--- src/rtl/glyph_frame_sequencer_if.sv ---
// Bus between the frame sequencer and its surroundings.
//
// Signals (direction as seen by the sequencer):
//   vsync      in   vertical sync from the sync generator
//   mode_req   in   requested video mode
//   pal_req    in   requested palette id
//   pause      in   level, freezes frame advance
//   step       in   one-cycle pulse, single-frame advance while paused
//   gen_reset  out  synchronous reset to the sync generator
//   mode       out  applied video mode
//   pal        out  applied palette id
//   frame      out  animation frame counter
//   drop_en    out  high during the initial drop pass
//   frame_tick out  one-cycle pulse per accepted frame boundary
//   state_dbg  out  current sequencer state (0 = SETTLE, 1 = RUN)
//
// Handshake: there is no backpressure. frame_tick acts as the valid strobe
// for a frame boundary: in the cycle it is high, frame/pal/drop_en already
// hold the values for the new frame, and no consumer can stall it.
interface glyph_frame_sequencer_if #(
    parameter int FRAME_W = 10
);
    logic               vsync;
    logic [1:0]         mode_req;
    logic [1:0]         pal_req;
    logic               pause;
    logic               step;
    logic               gen_reset;
    logic [1:0]         mode;
    logic [1:0]         pal;
    logic [FRAME_W-1:0] frame;
    logic               drop_en;
    logic               frame_tick;
    logic               state_dbg;

    modport master (
        output vsync, mode_req, pal_req, pause, step,
        input  gen_reset, mode, pal, frame, drop_en, frame_tick, state_dbg
    );

    modport slave (
        input  vsync, mode_req, pal_req, pause, step,
        output gen_reset, mode, pal, frame, drop_en, frame_tick, state_dbg
    );
endinterface

--- src/rtl/glyph_frame_sequencer.sv ---
// Frame-level controller for the glyph-rain pipeline.
//
// Detects the vsync rising edge, advances the animation frame counter
// (with pause / single-step), owns the one-shot initial drop pass, and
// applies mode and palette changes only at frame boundaries. After reset
// and after every mode change the sync generator is held in reset for
// SETTLE_CYCLES cycles.
//
// Ports:
//   clk    pixel clock
//   reset  synchronous, active-high
//   bus    glyph_frame_sequencer_if.slave (see interface file)
module glyph_frame_sequencer #(
    parameter int FRAME_W       = 10,
    parameter int SETTLE_CYCLES = 16
) (
    input  logic                          clk,
    input  logic                          reset,
    glyph_frame_sequencer_if.slave        bus
);
    localparam int CNT_W = $clog2(SETTLE_CYCLES + 1);

    localparam logic [0:0] ST_SETTLE = 1'b0;
    localparam logic [0:0] ST_RUN    = 1'b1;

    logic [0:0]         state_q, state_d;
    logic [CNT_W-1:0]   cnt_q, cnt_d;
    logic               gen_reset_q, gen_reset_d;
    logic [1:0]         mode_q, mode_d;
    logic [1:0]         pal_q, pal_d;
    logic [FRAME_W-1:0] frame_q, frame_d;
    logic               drop_en_q, drop_en_d;
    logic               frame_tick_q, frame_tick_d;
    logic               step_pending_q, step_pending_d;
    logic               vs_q, vs_d;

    logic               vs_edge;
    logic               advance;

    assign vs_edge = bus.vsync & ~vs_q;

    always_comb begin
        state_d        = state_q;
        cnt_d          = cnt_q;
        gen_reset_d    = gen_reset_q;
        mode_d         = mode_q;
        pal_d          = pal_q;
        frame_d        = frame_q;
        drop_en_d      = drop_en_q;
        frame_tick_d   = 1'b0;
        step_pending_d = step_pending_q;
        vs_d           = bus.vsync;
        advance        = 1'b0;

        case (state_q)
            ST_SETTLE: begin
                // vsync edges are dropped here; a step still counts as a
                // pending request because no boundary is being taken.
                gen_reset_d = 1'b1;
                cnt_d       = cnt_q + 1'b1;
                if (bus.step) begin
                    step_pending_d = 1'b1;
                end
                if (cnt_q == CNT_W'(SETTLE_CYCLES - 1)) begin
                    state_d     = ST_RUN;
                    cnt_d       = '0;
                    gen_reset_d = 1'b0;
                end
            end
            default: begin
                gen_reset_d = 1'b0;
                if (vs_edge) begin
                    if (bus.mode_req != mode_q) begin
                        // Reconfig: restart the animation and re-settle.
                        mode_d         = bus.mode_req;
                        frame_d        = '0;
                        drop_en_d      = 1'b1;
                        step_pending_d = 1'b0;
                        state_d        = ST_SETTLE;
                        cnt_d          = '0;
                        gen_reset_d    = 1'b1;
                    end else begin
                        frame_tick_d   = 1'b1;
                        pal_d          = bus.pal_req;
                        // A step arriving on the boundary cycle itself counts.
                        advance        = ~bus.pause | step_pending_q | bus.step;
                        step_pending_d = 1'b0;
                        if (advance) begin
                            frame_d = frame_q + 1'b1;
                            if (&frame_q) begin
                                drop_en_d = 1'b0;
                            end
                        end
                    end
                end else if (bus.step) begin
                    step_pending_d = 1'b1;
                end
            end
        endcase
    end

    always_ff @(posedge clk) begin
        if (reset) begin
            state_q        <= ST_SETTLE;
            cnt_q          <= '0;
            gen_reset_q    <= 1'b1;
            mode_q         <= 2'd0;
            pal_q          <= 2'd0;
            frame_q        <= '0;
            drop_en_q      <= 1'b1;
            frame_tick_q   <= 1'b0;
            step_pending_q <= 1'b0;
            // Reset high so a vsync already high at release is not an edge.
            vs_q           <= 1'b1;
        end else begin
            state_q        <= state_d;
            cnt_q          <= cnt_d;
            gen_reset_q    <= gen_reset_d;
            mode_q         <= mode_d;
            pal_q          <= pal_d;
            frame_q        <= frame_d;
            drop_en_q      <= drop_en_d;
            frame_tick_q   <= frame_tick_d;
            step_pending_q <= step_pending_d;
            vs_q           <= vs_d;
        end
    end

    assign bus.gen_reset  = gen_reset_q;
    assign bus.mode       = mode_q;
    assign bus.pal        = pal_q;
    assign bus.frame      = frame_q;
    assign bus.drop_en    = drop_en_q;
    assign bus.frame_tick = frame_tick_q;
    assign bus.state_dbg  = state_q;
endmodule

--- src/flat_wrapper.sv ---
// flat-port wrapper written by rule: the top's interface ports become plain ports
module glyph_frame_sequencer_flat 
#(
    parameter int FRAME_W       = 10,
    parameter int SETTLE_CYCLES = 16
)
  (clk, reset, bus_vsync, bus_mode_req, bus_pal_req, bus_pause, bus_step, bus_gen_reset, bus_mode, bus_pal, bus_frame, bus_drop_en, bus_frame_tick, bus_state_dbg);
  glyph_frame_sequencer_if #(.FRAME_W(FRAME_W)) bus_i ();
  input  logic clk;
  input  logic reset;
  input wire logic [$bits(bus_i.vsync)-1:0] bus_vsync;
  input wire logic [$bits(bus_i.mode_req)-1:0] bus_mode_req;
  input wire logic [$bits(bus_i.pal_req)-1:0] bus_pal_req;
  input wire logic [$bits(bus_i.pause)-1:0] bus_pause;
  input wire logic [$bits(bus_i.step)-1:0] bus_step;
  output wire logic [$bits(bus_i.gen_reset)-1:0] bus_gen_reset;
  output wire logic [$bits(bus_i.mode)-1:0] bus_mode;
  output wire logic [$bits(bus_i.pal)-1:0] bus_pal;
  output wire logic [$bits(bus_i.frame)-1:0] bus_frame;
  output wire logic [$bits(bus_i.drop_en)-1:0] bus_drop_en;
  output wire logic [$bits(bus_i.frame_tick)-1:0] bus_frame_tick;
  output wire logic [$bits(bus_i.state_dbg)-1:0] bus_state_dbg;
  assign bus_i.vsync = bus_vsync;
  assign bus_i.mode_req = bus_mode_req;
  assign bus_i.pal_req = bus_pal_req;
  assign bus_i.pause = bus_pause;
  assign bus_i.step = bus_step;
  assign bus_gen_reset = bus_i.gen_reset;
  assign bus_mode = bus_i.mode;
  assign bus_pal = bus_i.pal;
  assign bus_frame = bus_i.frame;
  assign bus_drop_en = bus_i.drop_en;
  assign bus_frame_tick = bus_i.frame_tick;
  assign bus_state_dbg = bus_i.state_dbg;
  glyph_frame_sequencer #(.FRAME_W(FRAME_W), .SETTLE_CYCLES(SETTLE_CYCLES)) u_core (.clk(clk), .reset(reset), .bus(bus_i));
endmodule
--- config.mk ---
export PLATFORM = sky130hd
export DESIGN_NAME = glyph_frame_sequencer_flat
export DESIGN_NICKNAME = d
export VERILOG_FILES = /design/src/rtl/glyph_frame_sequencer_if.sv /design/src/rtl/glyph_frame_sequencer.sv /design/src/flat_wrapper.sv
export SDC_FILE = /design/constraint.sdc
export NUM_CORES = 1
export LEC_CHECK = 0
export ABC_CLOCK_PERIOD_IN_PS = 1700
export CORE_MARGIN = 2
export CORE_UTILIZATION = 40
export DETAILED_ROUTE_END_ITERATION = 10
export MAX_ROUTING_LAYER = met4
export PLACE_DENSITY_LB_ADDON = 0.15
export REMOVE_ABC_BUFFERS = 1
export SYNTH_ARGS = -nofsm -noshare
export SYNTH_HDL_FRONTEND = slang
export SYNTH_SLANG_ARGS = --single-unit
--- constraint.sdc ---
create_clock -name clk -period 1.7 [get_ports clk]
set_input_delay 0.17 -clock clk [delete_from_list [all_inputs] [get_ports clk]]
set_output_delay 0.17 -clock clk [all_outputs]
set_load 0.02 [all_outputs]
# Word-level counts from Yosys, hierarchy flattened

Cells that the tools add are included.
Widths: inputs -> output; s select.

Logic and storage cells: 53
Bits in registers: 25
Output and inout port bits: 18
Input port bits: 9

Mux-type cells: 20
Add/sub/neg operators: 2
Bitwise operators: 8
Reduce and logical (&&, ||, !) cells: 9
Eq/ne operators: 4

Operator list:

| cell                  | number |
|---|---|
| $mux 10               | 2 |
| $mux 5                | 4 |
| $mux 1                | 14 |
| $add 10x1->10 const B | 1 |
| $reduce_and 10->1     | 1 |
| $reduce_and 3->1      | 3 |
| $add 5x1->5 const B   | 1 |
| $eq 5x4->1 const B    | 1 |
| $not 1->1             | 5 |
| $ne 2x2->1 const B    | 2 |
| $reduce_and 4->1      | 1 |
| $reduce_bool 2->1     | 2 |
| $reduce_or 3->1       | 1 |
| $ne 2x2->1            | 1 |
| $or 1x1->1            | 2 |
| $reduce_and 2->1      | 1 |
| $and 1x1->1           | 1 |

# Depth between registers and ports, before layout

Gate-level depths: netlist of the first run.

Depth in word-level cells: 5
Mapped depth: 5
Mapped depth without buffers: 5

# Worst setup path before layout of the first run

Ideal clock, no wire load.

Path kind: reg-to-reg
From: register u_core.state_q, in the netlist u_core.bus.state_dbg
To: register u_core.frame_q[9], in the netlist u_core.bus.frame[9]
Arrival time: 1.492 ns
Library setup time: 0.070 ns
Buffers on the path: 1
Slack: 0.139 ns
Stages on the path, launching flop included: 6
Data required time: 1.630 ns
Period minus slack after synthesis: 1.561 ns
Path through: dfxtp_1 and3b_1 buf_2 o311ai_4 or4_1 a21oi_1

Cells in the longest elaborated chain, start to end: 1

Ends and longest elaborated chain:

| what                              | line                         | text |
|---|---|---|
| start: declaration                | glyph_frame_sequencer.sv:26  | `logic [0:0] state_q, state_d;` |
| start signal: assignment          | glyph_frame_sequencer.sv:116 | `state_q <= state_d;` |
| $reduce_and 3->1 (no source line) | -                            |  |
| end signal: assignment            | glyph_frame_sequencer.sv:121 | `frame_q <= frame_d;` |
| end: declaration                  | glyph_frame_sequencer.sv:31  | `logic [FRAME_W-1:0] frame_q, frame_d;` |

Every way passes these cells.
A chain may end at the register's enable or synchronous reset.

# Worst setup path in the final report of the first run

From: register u_core.state_q, in the netlist u_core.bus.state_dbg
To: output bus_state_dbg

RTL lines:

| what             | line               | text |
|---|---|---|
| end: declaration | flat_wrapper.sv:22 | `output wire logic [$bits(bus_i.state_dbg)-1:0] bus_state_dbg;` |

No word-level cell between the ends.

==> results of run 1 <==
## worst max-delay path, cell delays in order, from the launching register on
cell,delay (ns)
dfxtp_1,0.38
buf_4,0.16
clkdlybuf4s50_1,0.60
## placed cells by master, fill, tap and decap left out, types with 5 or more instances in the layout
cell and count:
clkdlybuf4s50_1 26, dfxtp_1 24, buf_4 13, nor2_1 11, a21oi_1 11, nand2_1 11, inv_1 6, o21ai_0 6
nor3_1 5
## cells by family after synthesis
family	synth area share, %
fa+ha+maj	2.23
xor+xnor	4.46
mux	2.68
buf+inv	3.24
flops	44.6
compound gates	19.2
simple gates	23.5
## repair_timing
action | 4_1_cts | 5_1_grt
resized for setup | 0 | 3
endpoints found under the hold margin | 0 | 0
endpoints found under the setup margin | 0 | 3
buffers inserted | 0 | 0
## worst max path at each step
stage                                 to  cells past startpoint                  from  slack [ns]
floorplan           u_core.bus.gen_reset                      4    u_core.bus.mode[1]        0.07
global placement     u_core.bus.frame[9]                      6       bus_mode_req[1]       -0.08
detailed placement   u_core.bus.frame[8]                      6       bus_mode_req[1]       -0.11
CTS                  u_core.bus.frame[8]                      6   u_core.bus.frame[1]        0.04
global route               bus_state_dbg                      2  u_core.bus.state_dbg        0.01
finish                     bus_state_dbg                      2  u_core.bus.state_dbg        0.06
## flip-flops by register name (all words and copies together), names as in the netlist
signal and cells:
u_core.bus.frame 10, u_core.cnt_q 5, u_core.bus.mode 2, u_core.bus.pal 2
u_core.bus.drop_en 1, u_core.bus.frame_tick 1, u_core.bus.gen_reset 1, u_core.bus.state_dbg 1
u_core.step_pending_q 1, u_core.vs_q 1
## power by group
part / total, mW / switching, mW / internal [mW]
Combinational: 0.0754 / 0.0344 / 0.0410
Sequential: 0.604 / 0.00894 / 0.595
Clock: 0.266 / 0.178 / 0.0882
## metrics by stage
step                cell area [µm²]  utilization [%]  instances
floorplan                      1110                -        121
global placement               1500             55.5        191
detailed placement             1500             55.5        191
CTS                            1530             56.5        195
global route                   1540             56.9        195
finish                         1540             56.9        195
## metal layers
metal,wire [µm],track usage [%]
met1,1060,18.3
met2,1210,28.6
met3,116,4.99
met4,20,4.65
met5,0,-
## layout make-up
class                           count  area [µm²]
Sequential cell                    25         502
Tap cell                           31        38.8
Multi-Input combinational cell     90         594
Fill cell                         259        1170
Inverter                            6        22.5
Timing Repair Buffer               39         358
Clock buffer                        3        22.5
Clock inverter                      1        5.00
==> metrics, run 1 <==
synth top area cells=dfxtp_1 (45%), a21oi_1 (4.9%), nand2_1 (3.7%); pwr dens=613 nW/µm²; Cell Area, Synth=1120 µm²; global-route wire length before repair=4100 µm; CTS max path bufs=2; HP Class=in -> reg; EDFF count, synth=0; die width=approximately 57 µm; Yosys reg bits=25; # setup viols final=0; setup_tns=0 ns; Worst IR Drop VDD=582 µV; Reg2Reg Setup Slack=0.14 ns; worst-skew pair later-pin latency=0.32 ns; # DRC=0; critical path class=reg -> out; number of CTS-inserted buffers=3; TritonCTS clock tree=built; # port buffers=26; routed length per instance=12.3 µm; RR Startpoint=u_core.bus.frame[1]; Final Hold Fails=0; Worst slew margin=66.0%; count leader, synth=dfxtp_1; WP data required=1.53 ns; r2r worst-path depth=6; worst hold slack=0.456 ns; Setup Skew=0.00203 ns; Tmin final=1.64 ns; H-tree depth=1; Worst Setup Slack, final=0.0624 ns; Vias per Instance=5.33; Slew Viols, Final=0; nets=about 180; initial detailed-routing violation count=20; Clk pin slew, worst setup/hold paths=0.13 ns; Final Cycle Share=96.3%; top post-synthesis cells by count=dfxtp_1 (25), a21oi_1 (11), nand2_1 (11), nor2_1 (11); critical-path maximum fanout=6; Worst Hold Launch=bus_pal_req[1]; Cells on Worst Hold Path=3; total number of vias=1040; Synth cell types=35; Post-CTS Hold Fix Bufs=0; gr usage total=16.5%; status=finished, final reports clean; I/O pin count=27; DP HPWL=1880 µm; RR Endpoint=u_core.bus.frame[8]; Remaining Overflow, GRT=0; largest net degree at the start of global routing=15; Startpoint Class=register; crit path capture type=output pin; Yosys top cell area share=44.6%; TritonCTS Sinks=25; Most used DFF post-synth=dfxtp_1; Post-Synthesis Cells=124; register area share after synthesis=about 45%; Core Area=2710 µm²; Least-Margin Pin Slew=around 0.51 ns; # rows=19; post-route ant nets=0; Syn Area/Cell=9.04 µm²; area leader, netlist=dfxtp_1; yosys synthesis warning count=0; MaxCap Viol Count=0; initial antenna violation count=0; setup slack at placement=-0.112 ns; Die H=approximately 57 µm; RePlAce Congestion=0.812; die area=around 3200 µm²; CTS Root Cell=clkbuf_4; Hold Path Sink=u_core.bus.pal[1]; Post-synth ARST share=0%; layout cells sized above 1=15.2%; initial core utilization=41.4%; n_diodes=0; static leakage=0.524 nW; RSZ-0062 raised after global routing=no; vias in the first global route=996; Area Overhead vs Synth=37.6%; Achievable Freq=611 MHz; Worst EP arrival=between 1 and 1.5 ns; Total Wirelength=~2400 µm; iteration count of the initial detailed-routing pass=4; Design Power=0.946 mW
Note: power is estimated with default switching activity, not from simulation.
==> run 2: changes to the inputs <==
- ABC_AREA: default -> 1
- CTS_CLUSTER_DIAMETER: default -> 40
- CTS_CLUSTER_SIZE: default -> 28
==> run 2 against run 1 <==
Net effect:
- largest cell class unchanged
- via count increased by 10%
- sequential power is essentially flat
- critical path depth shrank 1
- global-route usage up 0.89 points
==> metrics, run 2 <==
Post-CTS Setup Bufs=0; TritonCTS Sinks=25; global-route wire length before repair=approximately 4400 µm; number of CTS-inserted buffers=3; most frequent cells in the layout=nand2_1 (41), clkdlybuf4s50_1 (26), dfxtp_1 (25); TritonCTS clock tree=built; Yosys reg bits=25; EDFF count, synth=0; post-cts resize count=0; Critical Path Stages=1; Post-CTS Hold Fix Bufs=0; H-tree depth=1; CTS max path bufs=2; Worst Setup Slack, final=0.126 ns; Cell Area, Synth=1150 µm²; iteration count of the initial detailed-routing pass=4; Vias per Instance=5.02; # port buffers=26; initial detailed-routing violation count=33; Post-synth ARST share=0%; gr usage total=17.4%; post-route cell area=1480 µm²; pwr dens=628 nW/µm²; Worst slew margin=73.9%; # setup viols final=0; met2 usage=30.4%; largest net degree at the start of global routing=15; DP HPWL=~2000 µm; yosys synthesis warning count=0; most common cell after layout, fill and taps aside=nand2_1; setup slack at placement=0.0592 ns; critical path class=reg -> out; Area Overhead vs Synth=28.4%; initial antenna violation count=0; # rows=19; die area=3330 µm²; Slew Viols, Final=0; Design Power=0.932 mW; total number of vias=1145; CTS Root Cell=clkbuf_4; Post-Synthesis Cells=between 150 and 200; r2r worst-path depth=8; initial core utilization=41.9%; Clk pin slew, worst setup/hold paths=0.14 ns; routed length per instance=11.2 µm; final core occ=53.8%; critical path endpoint=bus_frame[6]; gr busiest metal=met2; static leakage=0.612 nW; critical-path maximum fanout=6; Most used DFF post-synth=dfxtp_1; top post-synthesis cells by count=nand2_1 (41), dfxtp_1 (25), inv_1 (23); CP max stage delay=0.64 ns; HP Class=in -> reg; CP max stage cell=clkdlybuf4s50_1; crit path capture type=output pin; post-route ant nets=0; n_diodes=0; RR Startpoint=u_core.bus.frame[1]; crit-path leading delay family=buffers and inverters; Remaining Overflow, GRT=0; vias in the first global route=1062; nets=209; Synth cell types=19; max reg flops=10; met3 Use GR=4.69%; Final Hold Fails=0; Crit. Startpoint=u_core.bus.frame[6]; worst-skew pair later-pin latency=0.32 ns; Tmin final=1.57 ns; Core Area=2760 µm²; register area share after synthesis=43.3%; CP Cell Sequence=clkdlybuf4s50_1; WP data required=1.53 ns; Setup Skew=0.0112 ns; met1 usage=about a fifth; RR Endpoint=u_core.bus.drop_en; area leader, netlist=dfxtp_1; Reg2Reg Setup Slack=0.26 ns; Worst EP arrival=1.40 ns; MaxCap Viol Count=0; die width=57.7 µm; Yosys top cell area share=a little over two fifths; status=finished, final reports clean; RSZ-0062 raised after global routing=no; layout cells sized above 1=6.09%; Total Wirelength=2540 µm; Worst IR Drop VDD=approximately 530 µV; setup_tns=0 ns; I/O pin count=27; Achievable Freq=635 MHz; Least-Margin Pin Slew=approximately 0.39 ns; Syn Area/Cell=a little under 7 µm²; # DRC=0; Startpoint Class=register; Buf+Inv Stages, Crit Path=1; DP Area=1460 µm²; Final Cycle Share=between 90% and 100%; RePlAce Congestion=0.779; count leader, synth=nand2_1; Die H=57.7 µm; synth top area cells=dfxtp_1 (43%), nand2_1 (13%), inv_1 (7.5%)
==> run 2: cell count changes in the layout (fill, tap and decap cells not counted), sizes merged, moves of 3 or more <==
cell	delta
nand4	+3
buf	-10
mux2i	-3
nand3	+13
nand2	+33
nand2b	-3
or3	-3
nor2	+8
inv	+18
a21oi	+5
or4	-3
==> run 2: area by class of cell <==
type	count	area, µm²
inverter	24	90.1
multi-input combinational	115	544
sequential	25	500
tap	31	38.8
fill	271	1270
timing repair buffer	29	283
clock buffer	4	26.3
==> run 2: kinds of logic after synthesis <==
family / share of synthesized area, %
buf+inv: 9.53
flops: 43.3
simple gates: 34.5
xor+xnor: 0.759
compound gates: 9.75
fa+ha+maj: 2.17
==> run 2: stage by stage <==
| step | std cells | hold slack (ns) |
|---|---|---|
| finish | 228 | 0.430 |
| global route | 228 | 0.430 |
| CTS | 228 | 0.416 |
| detailed placement | 224 | 0.450 |
| global placement | 224 | 0.440 |
| floorplan | 164 | 0.239 |
==> run 2: where the power goes <==
group | internal (mW) | switching, mW | leakage, nW
registers | 0.595 | 0.00713 | 0.203
clock network | 0.0919 | 0.173 | 0.0150
logic | 0.0315 | 0.0331 | 0.394
==> run 2: worst min-delay path by stage <==
| stage | start | to | slack, ns | cells past startpoint |
|---|---|---|---|---|
| finish | bus_pal_req[0] | u_core.bus.pal[0] | 0.43 | 3 |
| global placement | u_core.cnt_q[4] | u_core.cnt_q[4] | 0.44 | 2 |
| detailed placement | u_core.cnt_q[4] | u_core.cnt_q[4] | 0.45 | 2 |
| floorplan | reset | u_core.bus.frame[6] | 0.24 | 1 |
| CTS | bus_pal_req[1] | u_core.bus.pal[1] | 0.42 | 3 |
| global route | bus_pal_req[0] | u_core.bus.pal[0] | 0.43 | 3 |
==> run 2: per-layer routing <==
| layer | up-vias | wire length, µm |
|---|---|---|
| li1 | 593 | - |
| met1 | 527 | 1100 |
| met2 | 21 | 1310 |
| met3 | 4 | 101 |
| met4 | 0 | 28 |
| met5 | - | 0 |
==> run 2: tightest hold or removal path, stage by stage <==
cell and delay, ns:
clkdlybuf4s50_1 0.40, nand3_1 0.08, a21oi_1 0.06
==> run 3: changes to the inputs <==
- ABC_AREA: 1 -> 0
- CORE_MARGIN: 2 -> 8
==> run 3 against run 2 <==
Net effect:
- sequential share of layout area is 1.4 points lower
- wire length is 4.1% higher
- flip-flop and latch count stayed put
- critical endpoint is now bus_state_dbg
- non-clock buffer count is 11 higher
- clock skew is 0.0023 ns lower
- die area is 43% higher
- clock-buffer cell count is 1 lower
- largest cell class unchanged
==> metrics, run 3 (synthesized netlist as in run 1, its figures left out) <==
most frequent cells in the layout=clkdlybuf4s50_1 (26), dfxtp_1 (24), buf_4 (14); iteration count of the initial detailed-routing pass=4; worst-skew pair later-pin latency=0.33 ns; Area Overhead vs Synth=38.5%; n_diodes=0; DP HPWL=about 2100 µm; number of CTS-inserted buffers=3; HP Class=in -> reg; initial antenna violation count=0; Final Hold Fails=0; global-route wire length before repair=around 4500 µm; Tmin final=1.64 ns; # port buffers=26; H-tree depth=1; Final Cycle Share=between 90 and 100%; critical-path maximum fanout=6; critical path class=reg -> out; Vias per Instance=~5.4; switching power=0.234 mW; Slew Viols, Final=0; initial core utilization=41.4%; Buf+Inv Stages, Crit Path=2; total number of vias=~1.1k; Seq pwr share=62.8%; gr usage total=12.4%; Worst EP arrival=1.47 ns; most common cell after layout, fill and taps aside=clkdlybuf4s50_1; post-cts resize count=0; layout cells sized above 1=15.8%; Worst IR Drop VDD=between 300 and 400 µV; internal power=0.728 mW; CP max stage cell=clkdlybuf4s50_1; largest net degree at the start of global routing=16; # DRC=0; initial detailed-routing violation count=76; vias in the first global route=1071; static leakage=0.525 nW; Achievable Freq=608 MHz; CTS Root Cell=clkbuf_4; Least-Margin Pin Slew=about 0.54 ns; WP data required=approximately 1.5 ns; Core Area=2710 µm²; post-route insts no fill=196; sw frac=between 20% and 30%; die width=68.9 µm; CTS max path bufs=2; # setup viols final=0; max reg flops=10; fill count=237; Startpoint Class=register; # rows=19; status=finished, final reports clean; Die H=68.9 µm; die area=roughly 4800 µm²; Post-CTS Setup Bufs=0; Post-CTS Hold Fix Bufs=0; routed length per instance=13.5 µm; logic gate share of total power=8.2%; Clk pin slew, worst setup/hold paths=0.15 ns; CP max stage delay=0.61 ns; Setup Skew=0.00889 ns; crit path capture type=output pin; nets=177; I/O pin count=27; crit-path leading delay family=buffers and inverters; RSZ-0062 raised after global routing=no; TritonCTS clock tree=built; Worst slew margin=between 60 and 70%; DP Cell Count=192; CP Cell Sequence=buf_4 > clkdlybuf4s50_1; pwr dens=620 nW/µm²; post-route cell area=1550 µm²; Remaining Overflow, GRT=0; TritonCTS Sinks=25; post-route ant nets=0; RePlAce Congestion=0.818; MaxCap Viol Count=0; clock share of power=29.0%; final core occ=57.3%; Total Wirelength=around 2600 µm; DP Area=between 1500 and 2000 µm²
[run 3: cell types whose count changed in the layout (fill, tap and decap cells not counted), sizes merged, moves of 5 or more]
cell,change
a21oi,-5
nor2,-8
nand3,-13
nand2,-33
buf,+11
inv,-18
[run 3: final cells by class]
type,count,area (µm²),area share [%]
clock inverter,1,7.51,0.483
inverter,6,22.5,1.45
timing repair buffer,40,365,23.5
clock buffer,3,22.5,1.45
tap,31,38.8,2.50
multi-input combinational,90,594,38.3
sequential,25,502,32.3
[run 3: through the flow]
stage	setup TNS, ns	setup WS [ns]	hold slack [ns]	total power, mW
floorplan	0	0.0651	0.239	0.645
global placement	-0.483	-0.0834	0.442	0.692
detailed placement	-0.853	-0.133	0.449	0.696
CTS	0	0.0368	0.455	0.976
global route	0	0.000730	0.480	1.01
finish	0	0.0557	0.459	0.962
[run 3: layer usage]
layer	routed length (µm)	GRT usage, %
met5	0	-
met4	53	5.76
met3	126	2.10
met2	1330	21.4
met1	1140	13.6
[run 3: worst register-to-register path: stages, from the launching register on]
cell and delay (ns):
dfxtp_2 0.40, ha_2 0.22, and4_1 0.20, o311ai_1 0.10, buf_4 0.16, or3_1 0.30
a21oi_1 0.14
[run 3: path summary, 6_finish.rpt]
check	from	depth (start not counted)	slack (ns)	to
worst max-delay path	u_core.bus.state_dbg	2	0.06	bus_state_dbg
worst min-delay path	bus_pal_req[0]	3	0.46	u_core.bus.pal[0]
worst min register to register	u_core.cnt_q[4]	2	0.48	u_core.cnt_q[4]
worst max register to register	u_core.bus.frame[1]	6	0.13	u_core.bus.frame[8]
[run 3: power groups by stage]
stage / clock, mW / sequential, mW / combinational, mW
final: 0.279 / 0.604 / 0.0787
after global routing: 0.315 / 0.606 / 0.0867
after CTS: 0.293 / 0.604 / 0.0788
after detailed placement: 0 / 0.617 / 0.0788
after global placement: 0 / 0.616 / 0.0757
after floorplan: 0 / 0.615 / 0.0305
